### src/rtl/vga_pkg.sv
// Shared constants and types for the text-mode VRAM port-A write path.
// The optional scroll register is enabled by defining VRAM_SCROLL_EN.
package vga_pkg;

   localparam int COLS          = 32;
   localparam int ROWS          = 30;
   localparam int CELLS         = COLS * ROWS;
   localparam int ADDR_W        = 10;
   localparam int CHAR_W        = 8;
   localparam int ROW_W         = 5;
   localparam int WR_FIFO_DEPTH = 4;

   localparam logic CTRL0_SEL     = 1'b0;
   localparam logic CTRL1_SEL     = 1'b1;
   localparam int   CLR_START_BIT = 8;

   typedef enum logic {
      IDLE  = 1'b0,
      CLEAR = 1'b1
   } state_e;

   // Rows past the last visible one clamp to the last row.
   function automatic logic [ROW_W-1:0] sat_row(input logic [ROW_W-1:0] r);
      return (r >= ROW_W'(ROWS)) ? ROW_W'(ROWS - 1) : r;
   endfunction

endpackage

### src/rtl/vram_write_ctrl_if.sv
// CPU-side write bus into the VRAM write controller (strobe, address, data, busy).
interface vram_write_ctrl_if
   import vga_pkg::*;
#(
   parameter int AW = ADDR_W
);
   logic          cpu_we;
   logic [AW:0]   cpu_addr;
   logic [31:0]   cpu_data;
   logic          cpu_busy;

   modport master (output cpu_we, cpu_addr, cpu_data, input cpu_busy);
   modport slave  (input cpu_we, cpu_addr, cpu_data, output cpu_busy);
endinterface

### src/rtl/vram_wr_fifo.sv
// Small synchronous FIFO for posted cell writes; head is readable combinationally.
module vram_wr_fifo #(
   parameter int DEPTH = 4,
   parameter int WIDTH = 18
) (
   input  logic             clk,
   input  logic             rst,
   input  logic             flush_i,
   input  logic             push_i,
   input  logic [WIDTH-1:0] data_i,
   input  logic             pop_i,
   output logic [WIDTH-1:0] data_o,
   output logic             empty_o,
   output logic             full_o
);
   localparam int PW = $clog2(DEPTH);

   logic [WIDTH-1:0] mem_q [DEPTH];
   logic [PW:0]      wr_ptr_q;
   logic [PW:0]      rd_ptr_q;

   always_ff @(posedge clk) begin
      if (rst || flush_i) begin
         wr_ptr_q <= '0;
         rd_ptr_q <= '0;
      end else begin
         if (push_i && !full_o) wr_ptr_q <= wr_ptr_q + 1'b1;
         if (pop_i && !empty_o) rd_ptr_q <= rd_ptr_q + 1'b1;
      end
   end

   always_ff @(posedge clk) begin
      if (push_i && !full_o && !flush_i) mem_q[wr_ptr_q[PW-1:0]] <= data_i;
   end

   // Extra pointer MSB distinguishes full from empty when the indices match.
   assign data_o  = mem_q[rd_ptr_q[PW-1:0]];
   assign empty_o = (wr_ptr_q == rd_ptr_q);
   assign full_o  = (wr_ptr_q[PW] != rd_ptr_q[PW]) &&
                    (wr_ptr_q[PW-1:0] == rd_ptr_q[PW-1:0]);
endmodule

### src/rtl/vram_write_ctrl.sv
// VRAM port-A owner: posted CPU cell writes plus a full-screen fill engine.
// Define VRAM_SCROLL_EN to add the CTRL1 scroll_row register.
module vram_write_ctrl (
   input  logic                        clk_50mhz,
   input  logic                        rst,
   vram_write_ctrl_if.slave            bus,
   output logic                        clr_busy,
   output logic                        ovf,
   output logic                        vm_we,
   output logic [vga_pkg::ADDR_W-1:0]  vm_addr,
   output logic [vga_pkg::CHAR_W-1:0]  vm_din,
   output logic [vga_pkg::ROW_W-1:0]   scroll_row
);
   import vga_pkg::*;

   localparam int FW = ADDR_W + CHAR_W;

   state_e            state_q, state_d;
   logic [ADDR_W-1:0] ptr_q, ptr_d;
   logic [CHAR_W-1:0] fill_q, fill_d;
   logic              ovf_q, ovf_d;
   logic              vm_we_q, vm_we_d;
   logic [ADDR_W-1:0] vm_addr_q, vm_addr_d;
   logic [CHAR_W-1:0] vm_din_q, vm_din_d;

   logic              cell_wr, ctrl_wr, clr_start;
   logic              fifo_pop, fifo_full, fifo_empty;
   logic [FW-1:0]     fifo_head;
   logic              unused_data_bits;

   assign cell_wr   = bus.cpu_we & ~bus.cpu_addr[ADDR_W];
   assign ctrl_wr   = bus.cpu_we &  bus.cpu_addr[ADDR_W];
   assign clr_start = ctrl_wr & (bus.cpu_addr[0] == CTRL0_SEL) & bus.cpu_data[CLR_START_BIT];
   // A clear start wins over draining: the queued entries are being discarded.
   assign fifo_pop  = (state_q == IDLE) & ~fifo_empty & ~clr_start;
   assign unused_data_bits = ^bus.cpu_data[31:CLR_START_BIT+1];

   vram_wr_fifo #(
      .DEPTH (WR_FIFO_DEPTH),
      .WIDTH (FW)
   ) u_fifo (
      .clk     (clk_50mhz),
      .rst     (rst),
      .flush_i (clr_start),
      .push_i  (cell_wr),
      .data_i  ({bus.cpu_addr[ADDR_W-1:0], bus.cpu_data[CHAR_W-1:0]}),
      .pop_i   (fifo_pop),
      .data_o  (fifo_head),
      .empty_o (fifo_empty),
      .full_o  (fifo_full)
   );

   always_comb begin
      state_d   = state_q;
      ptr_d     = ptr_q;
      fill_d    = fill_q;
      ovf_d     = ovf_q | (cell_wr & fifo_full);
      vm_we_d   = 1'b0;
      vm_addr_d = vm_addr_q;
      vm_din_d  = vm_din_q;
      case (state_q)
         IDLE: begin
            if (fifo_pop) begin
               vm_we_d   = 1'b1;
               vm_addr_d = fifo_head[FW-1:CHAR_W];
               vm_din_d  = fifo_head[CHAR_W-1:0];
            end
         end
         CLEAR: begin
            vm_we_d   = 1'b1;
            vm_addr_d = ptr_q;
            vm_din_d  = fill_q;
            if (ptr_q == ADDR_W'(CELLS - 1)) state_d = IDLE;
            else                             ptr_d   = ptr_q + 1'b1;
         end
         default: state_d = IDLE;
      endcase
      if (clr_start) begin
         state_d = CLEAR;
         ptr_d   = '0;
         fill_d  = bus.cpu_data[CHAR_W-1:0];
      end
   end

   always_ff @(posedge clk_50mhz) begin
      if (rst) begin
         state_q   <= IDLE;
         ptr_q     <= '0;
         fill_q    <= '0;
         ovf_q     <= 1'b0;
         vm_we_q   <= 1'b0;
         vm_addr_q <= '0;
         vm_din_q  <= '0;
      end else begin
         state_q   <= state_d;
         ptr_q     <= ptr_d;
         fill_q    <= fill_d;
         ovf_q     <= ovf_d;
         vm_we_q   <= vm_we_d;
         vm_addr_q <= vm_addr_d;
         vm_din_q  <= vm_din_d;
      end
   end

   assign clr_busy     = (state_q == CLEAR);
   assign bus.cpu_busy = fifo_full | clr_busy;
   assign ovf          = ovf_q;
   assign vm_we        = vm_we_q;
   assign vm_addr      = vm_addr_q;
   assign vm_din       = vm_din_q;

`ifdef VRAM_SCROLL_EN
   logic [ROW_W-1:0] scroll_q, scroll_d;
   logic             scroll_wr;

   assign scroll_wr = ctrl_wr & (bus.cpu_addr[0] == CTRL1_SEL);

   always_comb begin
      scroll_d = scroll_q;
      if (clr_start)      scroll_d = '0;
      else if (scroll_wr) scroll_d = sat_row(bus.cpu_data[ROW_W-1:0]);
   end

   always_ff @(posedge clk_50mhz) begin
      if (rst) scroll_q <= '0;
      else     scroll_q <= scroll_d;
   end

   assign scroll_row = scroll_q;
`else
   assign scroll_row = '0;
`endif
endmodule

### src/flat_wrapper.sv
// flat-port wrapper written by rule: the top's interface ports become plain ports
module vram_write_ctrl_flat import vga_pkg::*;
  (clk_50mhz, rst, clr_busy, ovf, vm_we, vm_addr, vm_din, scroll_row, bus_cpu_we, bus_cpu_addr, bus_cpu_data, bus_cpu_busy);
  vram_write_ctrl_if #(.AW(10)) bus_i ();
  input  logic clk_50mhz;
  input  logic rst;
  output logic clr_busy;
  output logic ovf;
  output logic vm_we;
  output logic [vga_pkg::ADDR_W-1:0] vm_addr;
  output logic [vga_pkg::CHAR_W-1:0] vm_din;
  output logic [vga_pkg::ROW_W-1:0] scroll_row;
  input wire logic [$bits(bus_i.cpu_we)-1:0] bus_cpu_we;
  input wire logic [$bits(bus_i.cpu_addr)-1:0] bus_cpu_addr;
  input wire logic [$bits(bus_i.cpu_data)-1:0] bus_cpu_data;
  output wire logic [$bits(bus_i.cpu_busy)-1:0] bus_cpu_busy;
  assign bus_i.cpu_we = bus_cpu_we;
  assign bus_i.cpu_addr = bus_cpu_addr;
  assign bus_i.cpu_data = bus_cpu_data;
  assign bus_cpu_busy = bus_i.cpu_busy;
  vram_write_ctrl u_core (.clk_50mhz(clk_50mhz), .rst(rst), .bus(bus_i), .clr_busy(clr_busy), .ovf(ovf), .vm_we(vm_we), .vm_addr(vm_addr), .vm_din(vm_din), .scroll_row(scroll_row));
endmodule
### config.mk
export PLATFORM = sky130hd
export DESIGN_NAME = vram_write_ctrl_flat
export DESIGN_NICKNAME = d
export VERILOG_FILES = /design/src/rtl/vga_pkg.sv /design/src/rtl/vram_write_ctrl_if.sv /design/src/rtl/vram_wr_fifo.sv /design/src/rtl/vram_write_ctrl.sv /design/src/flat_wrapper.sv
export SDC_FILE = /design/constraint.sdc
export NUM_CORES = 1
export LEC_CHECK = 0
export CAP_MARGIN = 20
export CORE_UTILIZATION = 33
export CTS_CLUSTER_SIZE = 24
export DETAILED_ROUTE_END_ITERATION = 12
export PLACE_DENSITY = 0.55
export SLEW_MARGIN = 20
export SYNTH_ARGS = -nofsm -noshare
export SYNTH_HDL_FRONTEND = slang
export SYNTH_SLANG_ARGS = --single-unit
### constraint.sdc
create_clock -name clk_50mhz -period 5.8 [get_ports clk_50mhz]
set_clock_uncertainty 0.05 [all_clocks]
set_input_delay 0.87 -clock clk_50mhz [delete_from_list [all_inputs] [get_ports clk_50mhz]]
set_output_delay 0.87 -clock clk_50mhz [all_outputs]
set_load 0.01 [all_outputs]
==> flow_summary.ini <==
[sta]
final.setup.tns_ns = 0
timing.final.crit_share = 0.503
fmax_mhz = 343
report.final.slew_viol_count = 0
final-setup-viol-count = 0
hold_viol = 0
tightest_slew_ns = 1.06
period_needed_ns = 2.92
rsz0062_at_grt = no
whs_ns = 0.408
max_slew_margin = 0.296

[logic_synthesis]
ys_types = 39
syn_area_per_cell_sq_um = 13.8
async_flop_share = 0
yosysSeqAreaShare = 0.652
syn-cell-area_sq_um = 4760
yosysMostFrequentCell = nand2_1
yosys_register_bits = 119
yosys.area.top_type = edfxtp_1
synth-edff-count = 72
synth.area.top_cells = edfxtp_1 45%, dfxtp_1 20%, mux4_2 8.5%
ys.warnings.count = 0
synth_ff_type = edfxtp_1
synth_common_cells = 76 x nand2_1, 72 x edfxtp_1, 47 x dfxtp_1
syn_inst = 344
synth_top_cell_area_share = 0.454

[route]
wl_met2_mm = 4.73
wl_met1_mm = 4.45
drc = 0
routed_via_density = 4.70
drtAntennaViolNets = 0
dr.max_layer_used = met4
wl_per_cell_microns = 16.5
drtIter0Drc = 148
vias = 2759
drt-total-wl_mm = 9.70
route.met3.wl_microns = 352
drt-pass1-iter-count = 4

[die]
ios = 73
die_w_microns = 122
dieArea_sq_um = 14900
start_util = 0.340
core_sq_um = 14000
die_h_microns = 122
rows = 43

[grt]
grt-ovfl-total = 0
grt_max_degree = 26
first_global_vias = 2960
antenna_found_initial = 0
grt_use_total = 0.147
grt_pass1_wl_mm = 15.7

[critical_path]
crit_path_max_fanout = 6
reg2reg_slack_ns = 3.42
rr_startpoint = u_core.u_fifo.wr_ptr_q[1]
rr_worst_depth = 3
setup.worst_path.start_class = flop
path_class = reg -> out
required_ns = 4.88
cp.arrival_ns = 2.00
worstSetupEndpointType = output port
r2r-end = u_core.u_fifo.mem_q[2][12]

[cts]
clk_latency_ns = 0.41
clk_pin_slew_ns = 0.05
cts_num_sinks = 119
cts_buffers = 17
post_cts.repair.setup_buffers = 0
cts_hold_buffers = 0
htree_num_levels = 4
cts_buffer_depth = 2
cts_resized = 0
root_buffer = clkbuf_16
cts_tree = yes

[final_layout]
fillers = 1294
diodes = 0
drive_above_1_share = 0.172
nets = 446
area_growth_pct = 24.4

[placed_design]
gp_congestion = 0.759
hpwlAfterDp_mm = 6.25
io_buffer_count = 44

[status]
status = completed

[worst_hold_path]
worstHoldPathCells = 2
min_to = u_core.fill_q[5]
hp-class = reg -> reg
min_from = u_core.fill_q[5]

[power_and_ir_drop]
vdd.ir_drop.worst_uv = 202
power_density_nw_per_um2 = 422
leakage_nw = 2.07

[run]
drv_cap = 0
==> where the power goes <==
| group | leakage [nW] | internal, mW | switching [mW] |
|---|---|---|---|
| clock network | 0.275 | 0.639 | 0.365 |
| registers | 1.04 | 0.967 | 0.0489 |
| logic | 0.763 | 0.264 | 0.218 |
==> cells in the final DEF (no fill, tap or decap), types with 8 or more instances in the layout <==
master / synthesis / final
nand2_1: 76 / 76
a22o_2: 8 / 8
dfxtp_1: 47 / 47
a21oi_1: 10 / 10
mux4_2: 18 / 18
nor2_1: 16 / 16
edfxtp_1: 72 / 72
clkbuf_16: 0 / 17
a22o_1: 10 / 10
clkdlybuf4s50_1: 0 / 44
==> metal layers <==
metal / vias up / global-route usage
met2: 48 / 0.239
met4: 0 / 0.0739
met3: 11 / 0.0435
met1: 1348 / 0.178
li1: 1352 / -
met5: - / 0
==> worst max-delay path: stages, from the launching register on <==
cell,delay (ns)
dfxtp_1,0.37
xnor2_2,0.33
nand2_1,0.11
o21ai_0,0.20
clkdlybuf4s50_1,0.57
==> cell families (layout without fill, tap and decap cells) <==
logic type	count (synthesis)	after routing	synth area share
flops	119	119	0.652
simple gates	118	118	0.112
compound gates	41	41	0.0689
buf+inv	25	84	0.0305
mux	21	21	0.0915
xor+xnor	13	13	0.0286
fa+ha+maj	6	6	0.0158
other cells	1	5	0.000788
==> per-stage QoR <==
| stage | total power [mW] | instances | utilization | setup WS [ns] | area [sq um] |
|---|---|---|---|---|---|
| 6_report | 2.50 | 587 | 0.423 | 2.88 | 5920 |
| 5_1_grt | 2.62 | 587 | 0.423 | 2.77 | 5920 |
| 4_1_cts | 2.53 | 587 | 0.423 | 2.82 | 5920 |
| 3_5_place_dp | 1.53 | 555 | 0.382 | 2.43 | 5350 |
| 3_3_place_gp | 1.52 | 555 | 0.382 | 2.48 | 5350 |
| 2_1_floorplan | 1.35 | 348 | - | 2.69 | 4780 |
==> final cells by class <==
class,instances,area [sq um],area share
timing repair buffer,48,470,0.0794
clock inverter,13,133,0.0224
clock buffer,19,443,0.0748
sequential,119,3100,0.524
tap,180,225,0.0380
inverter,4,15.0,0.00253
multi-input combinational,204,1530,0.259
==> registers in the layout, indices dropped and copies added (netlist names), named ones only <==
name,count
u_core.u_fifo.wr_ptr_q,3
u_core.clr_busy,1
u_core.vm_addr,10
u_core.vm_we,1
u_core.u_fifo.mem_q,72
u_core.u_fifo.rd_ptr_q,3
u_core.vm_din,8
u_core.ptr_q,10
u_core.fill_q,8
u_core.ovf,1
==> worst max-delay path by stage <==
stage,startpoint,to,cells past startpoint,slack (ns)
4_1_cts,u_core.u_fifo.wr_ptr_q[0],bus_cpu_busy,4,2.82
3_5_place_dp,bus_cpu_addr[0],u_core.vm_din[7],5,2.43
2_1_floorplan,bus_cpu_addr[10],u_core.u_fifo.mem_q[3][0],2,2.69
5_1_grt,u_core.u_fifo.wr_ptr_q[0],bus_cpu_busy,4,2.77
3_3_place_gp,bus_cpu_addr[0],u_core.vm_addr[5],5,2.48
6_report,u_core.u_fifo.wr_ptr_q[0],bus_cpu_busy,4,2.88
Power figures use the tool's default switching activity.
